<file path="src/rtl/restoring_div4_pkg.sv">
// Shared constants and FSM encoding for the 4-bit restoring divider.
package restoring_div4_pkg;

    localparam int unsigned Width = 4;
    localparam logic [Width-1:0] DivZeroQuot = 4'hF;

    typedef enum logic [1:0] {
        StIdle = 2'd0,
        StRun  = 2'd1,
        StDone = 2'd2
    } state_e;

endpackage

</file>
<file path="src/rtl/restoring_div4_if.sv">
// Request/result bundle between a divider client (master) and the divider (slave).
interface restoring_div4_if;
    import restoring_div4_pkg::*;

    logic             start;
    logic [Width-1:0] dividend;
    logic [Width-1:0] divisor;
    logic             busy;
    logic             done;
    logic [Width-1:0] quotient;
    logic [Width-1:0] remainder;
    logic             div_by_zero;

    modport master (
        output start, dividend, divisor,
        input  busy, done, quotient, remainder, div_by_zero
    );

    modport slave (
        input  start, dividend, divisor,
        output busy, done, quotient, remainder, div_by_zero
    );

endinterface

</file>
<file path="src/rtl/restoring_div4_cla_sub4.sv">
// 4-bit carry-lookahead subtractor: a + ~b + 1, exposing the carry-out as the no-borrow flag.
module cla_sub4 (
    input  logic [3:0] a,
    input  logic [3:0] b,
    output logic [3:0] diff,
    output logic       c4
);

    logic [3:0] bn;
    logic [3:0] p;
    logic [3:0] g;
    logic [4:0] c;

    assign bn = ~b;
    assign p  = a ^ bn;
    assign g  = a & bn;

    assign c[0] = 1'b1;
    assign c[1] = g[0] | (p[0] & c[0]);
    assign c[2] = g[1] | (p[1] & g[0]) | (p[1] & p[0] & c[0]);
    assign c[3] = g[2] | (p[2] & g[1]) | (p[2] & p[1] & g[0]) | (p[2] & p[1] & p[0] & c[0]);
    assign c[4] = g[3] | (p[3] & g[2]) | (p[3] & p[2] & g[1]) | (p[3] & p[2] & p[1] & g[0])
                | (p[3] & p[2] & p[1] & p[0] & c[0]);

    assign diff = p ^ c[3:0];
    assign c4   = c[4];

endmodule

</file>
<file path="src/rtl/restoring_div4.sv">
// Sequential 4-bit unsigned restoring divider: one quotient bit per cycle over four RUN cycles.
module restoring_div4
    import restoring_div4_pkg::*;
#(
    parameter int unsigned N = Width
) (
    input logic              clk,
    input logic              rst,
    restoring_div4_if.slave  div_bus
);

    state_e state_q, state_d;

    logic [N:0]   r_q, r_d;
    logic [N-1:0] q_q, q_d;
    logic [N-1:0] dvs_q, dvs_d;
    logic [1:0]   cnt_q, cnt_d;
    logic [N-1:0] quot_q, quot_d;
    logic [N-1:0] rem_q, rem_d;
    logic         dbz_q, dbz_d;

    logic [N:0]   r_sh;
    logic [N-1:0] q_sh;
    logic [N-1:0] diff;
    logic         c4;
    logic         ge;
    logic [N:0]   r_nx;
    logic [N-1:0] q_nx;
    logic         accept;
    logic         last_iter;

    // One step of {R,Q} << 1 followed by a trial subtraction of the divisor.
    assign r_sh = {r_q[N-1:0], q_q[N-1]};
    assign q_sh = {q_q[N-2:0], 1'b0};

    cla_sub4 u_sub (
        .a    (r_sh[N-1:0]),
        .b    (dvs_q),
        .diff (diff),
        .c4   (c4)
    );

    assign ge        = r_sh[N] | c4;
    assign r_nx      = ge ? {1'b0, diff} : r_sh;
    assign q_nx      = {q_sh[N-1:1], ge};
    assign accept    = (state_q == StIdle) && div_bus.start;
    assign last_iter = (state_q == StRun) && (cnt_q == 2'd3);

    always_ff @(posedge clk) begin
        if (rst) begin
            state_q <= StIdle;
        end else begin
            state_q <= state_d;
        end
    end

    always_comb begin
        state_d = state_q;
        unique case (state_q)
            StIdle: begin
                if (div_bus.start) begin
                    state_d = (div_bus.divisor == '0) ? StDone : StRun;
                end
            end
            StRun: begin
                if (cnt_q == 2'd3) begin
                    state_d = StDone;
                end
            end
            StDone:  state_d = StIdle;
            default: state_d = StIdle;
        endcase
    end

    always_comb begin
        div_bus.busy = (state_q == StRun);
        div_bus.done = (state_q == StDone);
    end

    always_comb begin
        r_d    = r_q;
        q_d    = q_q;
        dvs_d  = dvs_q;
        cnt_d  = cnt_q;
        quot_d = quot_q;
        rem_d  = rem_q;
        dbz_d  = dbz_q;
        if (accept) begin
            r_d   = '0;
            q_d   = div_bus.dividend;
            dvs_d = div_bus.divisor;
            cnt_d = 2'd0;
            if (div_bus.divisor == '0) begin
                quot_d = DivZeroQuot;
                rem_d  = div_bus.dividend;
                dbz_d  = 1'b1;
            end
        end else if (state_q == StRun) begin
            r_d   = r_nx;
            q_d   = q_nx;
            cnt_d = cnt_q + 2'd1;
            if (last_iter) begin
                quot_d = q_nx;
                rem_d  = r_nx[N-1:0];
                dbz_d  = 1'b0;
            end
        end
    end

    always_ff @(posedge clk) begin
        if (rst) begin
            r_q    <= '0;
            q_q    <= '0;
            dvs_q  <= '0;
            cnt_q  <= 2'd0;
            quot_q <= '0;
            rem_q  <= '0;
            dbz_q  <= 1'b0;
        end else begin
            r_q    <= r_d;
            q_q    <= q_d;
            dvs_q  <= dvs_d;
            cnt_q  <= cnt_d;
            quot_q <= quot_d;
            rem_q  <= rem_d;
            dbz_q  <= dbz_d;
        end
    end

    assign div_bus.quotient    = quot_q;
    assign div_bus.remainder   = rem_q;
    assign div_bus.div_by_zero = dbz_q;

endmodule

</file>
<file path="src/flat_wrapper.sv">
// flat-port wrapper written by rule: the top's interface ports become plain ports
module restoring_div4_flat import restoring_div4_pkg::*;
#(
    parameter int unsigned N = Width
)
  (clk, rst, div_bus_start, div_bus_dividend, div_bus_divisor, div_bus_busy, div_bus_done, div_bus_quotient, div_bus_remainder, div_bus_div_by_zero);
  restoring_div4_if div_bus_i ();
  input logic clk;
  input logic rst;
  input wire logic [$bits(div_bus_i.start)-1:0] div_bus_start;
  input wire logic [$bits(div_bus_i.dividend)-1:0] div_bus_dividend;
  input wire logic [$bits(div_bus_i.divisor)-1:0] div_bus_divisor;
  output wire logic [$bits(div_bus_i.busy)-1:0] div_bus_busy;
  output wire logic [$bits(div_bus_i.done)-1:0] div_bus_done;
  output wire logic [$bits(div_bus_i.quotient)-1:0] div_bus_quotient;
  output wire logic [$bits(div_bus_i.remainder)-1:0] div_bus_remainder;
  output wire logic [$bits(div_bus_i.div_by_zero)-1:0] div_bus_div_by_zero;
  assign div_bus_i.start = div_bus_start;
  assign div_bus_i.dividend = div_bus_dividend;
  assign div_bus_i.divisor = div_bus_divisor;
  assign div_bus_busy = div_bus_i.busy;
  assign div_bus_done = div_bus_i.done;
  assign div_bus_quotient = div_bus_i.quotient;
  assign div_bus_remainder = div_bus_i.remainder;
  assign div_bus_div_by_zero = div_bus_i.div_by_zero;
  restoring_div4 #(.N(N)) u_core (.clk(clk), .rst(rst), .div_bus(div_bus_i));
endmodule
</file>
<file path="config.mk">
export PLATFORM = sky130hd
export DESIGN_NAME = restoring_div4_flat
export DESIGN_NICKNAME = d
export VERILOG_FILES = /design/src/rtl/restoring_div4_pkg.sv /design/src/rtl/restoring_div4_if.sv /design/src/rtl/restoring_div4_cla_sub4.sv /design/src/rtl/restoring_div4.sv /design/src/flat_wrapper.sv
export SDC_FILE = /design/constraint.sdc
export NUM_CORES = 1
export LEC_CHECK = 0
export ABC_AREA = 0
export CELL_PAD_IN_SITES_DETAIL_PLACEMENT = 1
export CELL_PAD_IN_SITES_GLOBAL_PLACEMENT = 2
export CORE_ASPECT_RATIO = 0.5
export CORE_MARGIN = 2
export CORE_UTILIZATION = 30
export DETAILED_ROUTE_END_ITERATION = 8
export GPL_TIMING_DRIVEN = 0
export PLACE_DENSITY_LB_ADDON = 0.1
export SLEW_MARGIN = 20
export SYNTH_ARGS = -nofsm -noshare
export SYNTH_HDL_FRONTEND = slang
export SYNTH_SLANG_ARGS = --single-unit
export TNS_END_PERCENT = 20
</file>
<file path="constraint.sdc">
create_clock -name clk -period 2.6 [get_ports clk]
set_input_delay 0.78 -clock clk [delete_from_list [all_inputs] [get_ports clk]]
set_output_delay 0.78 -clock clk [all_outputs]
set_load 0.02 [all_outputs]
</file>
==> results.sh, run 1 <==
export IMPL_status="finished, final reports clean"
export IMPL_max_slew_margin_pct=56.5
export IMPL_nFillCells=467
export IMPL_hold_buffers=0
export IMPL_ir_drop_mv=0.283
export IMPL_cp_required_ns=1.82
export IMPL_cp_arrival_ns=1.67
export IMPL_ys_seq_elements=25
export IMPL_via_per_inst=5.07
export IMPL_worstMarginPinSlew_ns=0.648
export IMPL_cts_buffers=3
export IMPL_synth_edff_count=0
export IMPL_grtUsageTotal_pct=15.2
export IMPL_slew_viol_final=0
export IMPL_cpMaxStageDelayCell="clkdlybuf4s50_1"
export IMPL_ys_seq_area_share_pct=42.1
export IMPL_p_int_mw=0.582
export IMPL_num_antenna_cells=0
export IMPL_clk_latency_ns=0.27
export IMPL_comb_power_share_pct=20.8
export IMPL_dieWidth_um=93.0
export IMPL_syn_area_sq_mm=0.00119
export IMPL_period_share_pct=94.4
export IMPL_hold_viol=0
export IMPL_drt_pass1_iter_count=4
export IMPL_start_kind="flop"
export IMPL_io_buffers=20
export IMPL_drive_above_1_share_pct=8.13
export IMPL_regArea_sq_um=500
export IMPL_end_kind="primary output"
export IMPL_core_area_sq_mm=0.00384
export IMPL_num_rows=16
export IMPL_worstSetupPathType="reg2out"
export IMPL_timing_fmax_mhz=407
export IMPL_initial_utilization_pct=30.9
export IMPL_synth_nets=154
export IMPL_cts_sinks=25
export IMPL_p_seq_share_pct=50.4
export IMPL_path_cells="nand2b_2 -> clkinv_4 -> clkdlybuf4s50_1"
export IMPL_clk_pin_slew_ns=0.09
export IMPL_power_density_mw_per_mm2=544
export IMPL_worst_path_max_fanout=16
export IMPL_ys_warn_count=0
export IMPL_via_count=1085
export IMPL_grt_max_degree=17
export IMPL_fin_setup_tns_ns=0
export IMPL_cts_setup_buffers=0
export IMPL_place_hpwl_um=2530
export IMPL_gp_congestion=0.724
export IMPL_initialDrtViolationCount=21
export IMPL_p_switching_mw=0.236
export IMPL_slowest_delay_ns=0.62
export IMPL_die_h_um=48.5
export IMPL_clock_power_share_pct=28.9
export IMPL_drc=0
export IMPL_cts_htree_levels=1
export IMPL_rsz0062_at_grt="no"
export IMPL_grt_pass1_wl_um=5390
export IMPL_gr_total_overflow=0
export IMPL_layout_min_cycle_time_ns=2.45
export IMPL_multi_input_area_sq_um=649
export IMPL_syn_avg_cell_area_sq_um=8.68
export IMPL_cts_root_buf="clkbuf_8"
export IMPL_finalSetupViolations=0
export IMPL_skew_ns=0.00411
export IMPL_fp_dieArea_sq_mm=0.00451
export IMPL_ios=22
export IMPL_hold_path_class="reg2reg"
export IMPL_finalWirelength_um=3160
export IMPL_drv_cap=0
export IMPL_p_leak_nw=0.535
export IMPL_sw_frac_of_total_pct=28.9
export IMPL_async_flop_share_pct=0
export IMPL_synth_distinct_cells=32
export IMPL_wl_per_cell_um=14.8
export IMPL_grt_pass1_vias=1110
export IMPL_grt_antenna_before_repair=0
export IMPL_area_delta_synth_final_pct=26.6
export IMPL_nNetsFinal=178
export IMPL_synth_main_ff_cell="dfxtp_1"
export IMPL_ant_nets=0
export IMPL_clockBufferDepth=2
export IMPL_power_mw=0.818
export IMPL_cts_tree="built"
export IMPL_synth_cells=137
[state kept, by name, indices dropped and copies added, names as in the netlist]
register	cells
u_core.cnt_q	2
u_core.div_bus.div_by_zero	1
u_core.div_bus.quotient	4
u_core.div_bus.remainder	4
u_core.dvs_q	4
u_core.q_q	4
u_core.r_q	4
u_core.state_q	2
[cells in the mapped netlist, types with 2 or more instances]
master	count	area, sq um
dfxtp_1	25	500
nand2_1	24	90.1
a21oi_1	13	65.1
nor2_1	9	33.8
a22oi_1	7	52.6
ha_1	6	75.1
inv_1	6	22.5
o22ai_1	6	37.5
clkbuf_1	4	15.0
nor3_1	4	20.0
a211oi_1	3	22.5
o21ai_0	3	15.0
o221a_2	3	33.8
nand3_1	2	10.0
nor4b_1	2	17.5
o21a_1	2	15.0
o21ai_1	2	10.0
xnor2_1	2	17.5
[power groups by stage]
stage | Clock, mW | Combinational (mW) | Sequential (mW)
2_1_floorplan | 0 | 0.110 | 0.420
3_3_place_gp | 0 | 0.167 | 0.421
3_5_place_dp | 0 | 0.169 | 0.421
4_1_cts | 0.245 | 0.170 | 0.412
5_1_grt | 0.266 | 0.189 | 0.415
6_report | 0.236 | 0.170 | 0.412
[stage by stage]
| step | hold slack, ns | setup slack, ns | utilization [%] | std cells | cell area [sq um] |
|---|---|---|---|---|---|
| floorplan | 0.436 | 0.700 | - | 137 | 1190 |
| global placement | 0.447 | -0.0962 | 37.9 | 211 | 1460 |
| detailed placement | 0.451 | -0.101 | 37.9 | 211 | 1460 |
| CTS | 0.465 | 0.0181 | 39.0 | 214 | 1500 |
| global route | 0.484 | 0.0599 | 39.2 | 214 | 1510 |
| finish | 0.459 | 0.145 | 39.2 | 214 | 1510 |
[placed cells by master (no fill, tap or decap), types with 2 or more instances in the layout]
cell             count
ha_1                 6
nand3_1              2
a211oi_1             3
nor4b_1              2
inv_1                6
clkbuf_1             4
o21a_1               2
clkdlybuf4s50_1     20
a21oi_1             13
o221a_2              3
o21ai_1              2
o21ai_0              3
a22oi_1              7
dfxtp_1             25
nor2_1               9
o22ai_1              6
nand2_1             24
xnor2_1              2
nor3_1               4
clkbuf_8             3
[worst paths after layout]
check	startpoint	endpoint	slack, ns	cells after the start
max	u_core.state_q[1]	div_bus_busy	0.15	3
min	u_core.dvs_q[1]	u_core.dvs_q[1]	0.46	2
max reg2reg	u_core.dvs_q[0]	u_core.div_bus.remainder[1]	0.47	7
min reg2reg	u_core.dvs_q[1]	u_core.dvs_q[1]	0.46	2
[area by class of cell]
type,instances,area share [%]
Buffer,3,0.748
Timing Repair Buffer,20,13.3
Clock buffer,4,2.99
Tap cell,54,4.49
Inverter,7,2.08
Sequential cell,25,33.3
Multi-Input combinational cell,101,43.1
[critical path, delay by kind of cell (launching register included)]
| family | cells | cell delay, ns |
|---|---|---|
| DFF | 1 | 0.35 |
| buffers and inverters | 2 | 0.78 |
| and+or+nand+nor | 1 | 0.27 |
[repair_timing]
item,in CTS,in global routing
hold endpoints to repair,0,0
pin swaps,0,0
resized for setup,1,2
endpoints found under the setup margin,1,1
[layer usage]
metal  part of all wire (%)  global-route usage (%)
met1                     55                    22.6
met2                     41                    22.8
met3                    3.5                    4.67
met4                   0.25                   0.735
met5                      0                       0
[logic make-up (layout without fill, tap and decap cells)]
logic type / count (synthesis) / in the layout / synth area share, %
xor gates and xnor gates: 2 / 2 / 1.47
buffers and inverters: 11 / 34 / 3.47
DFF: 25 / 25 / 42.1
muxes: 2 / 2 / 2.10
adders and majority gates: 6 / 6 / 6.32
and+or+nand+nor: 47 / 47 / 18.7
AOI/OAI and AO/OA: 44 / 44 / 25.8
Note: power is estimated with default switching activity, not from simulation.
==> run 2: changes to the inputs <==
--- a/config.mk
+++ b/config.mk
@@ -12,6 +12,7 @@
 export CORE_MARGIN = 2
 export CORE_UTILIZATION = 30
 export DETAILED_ROUTE_END_ITERATION = 8
+export GPL_ROUTABILITY_DRIVEN = 0
 export GPL_TIMING_DRIVEN = 0
 export PLACE_DENSITY_LB_ADDON = 0.1
 export SLEW_MARGIN = 20
==> results of run 2 <==
The final DEF is identical to that of run 1; final timing and power are the same.
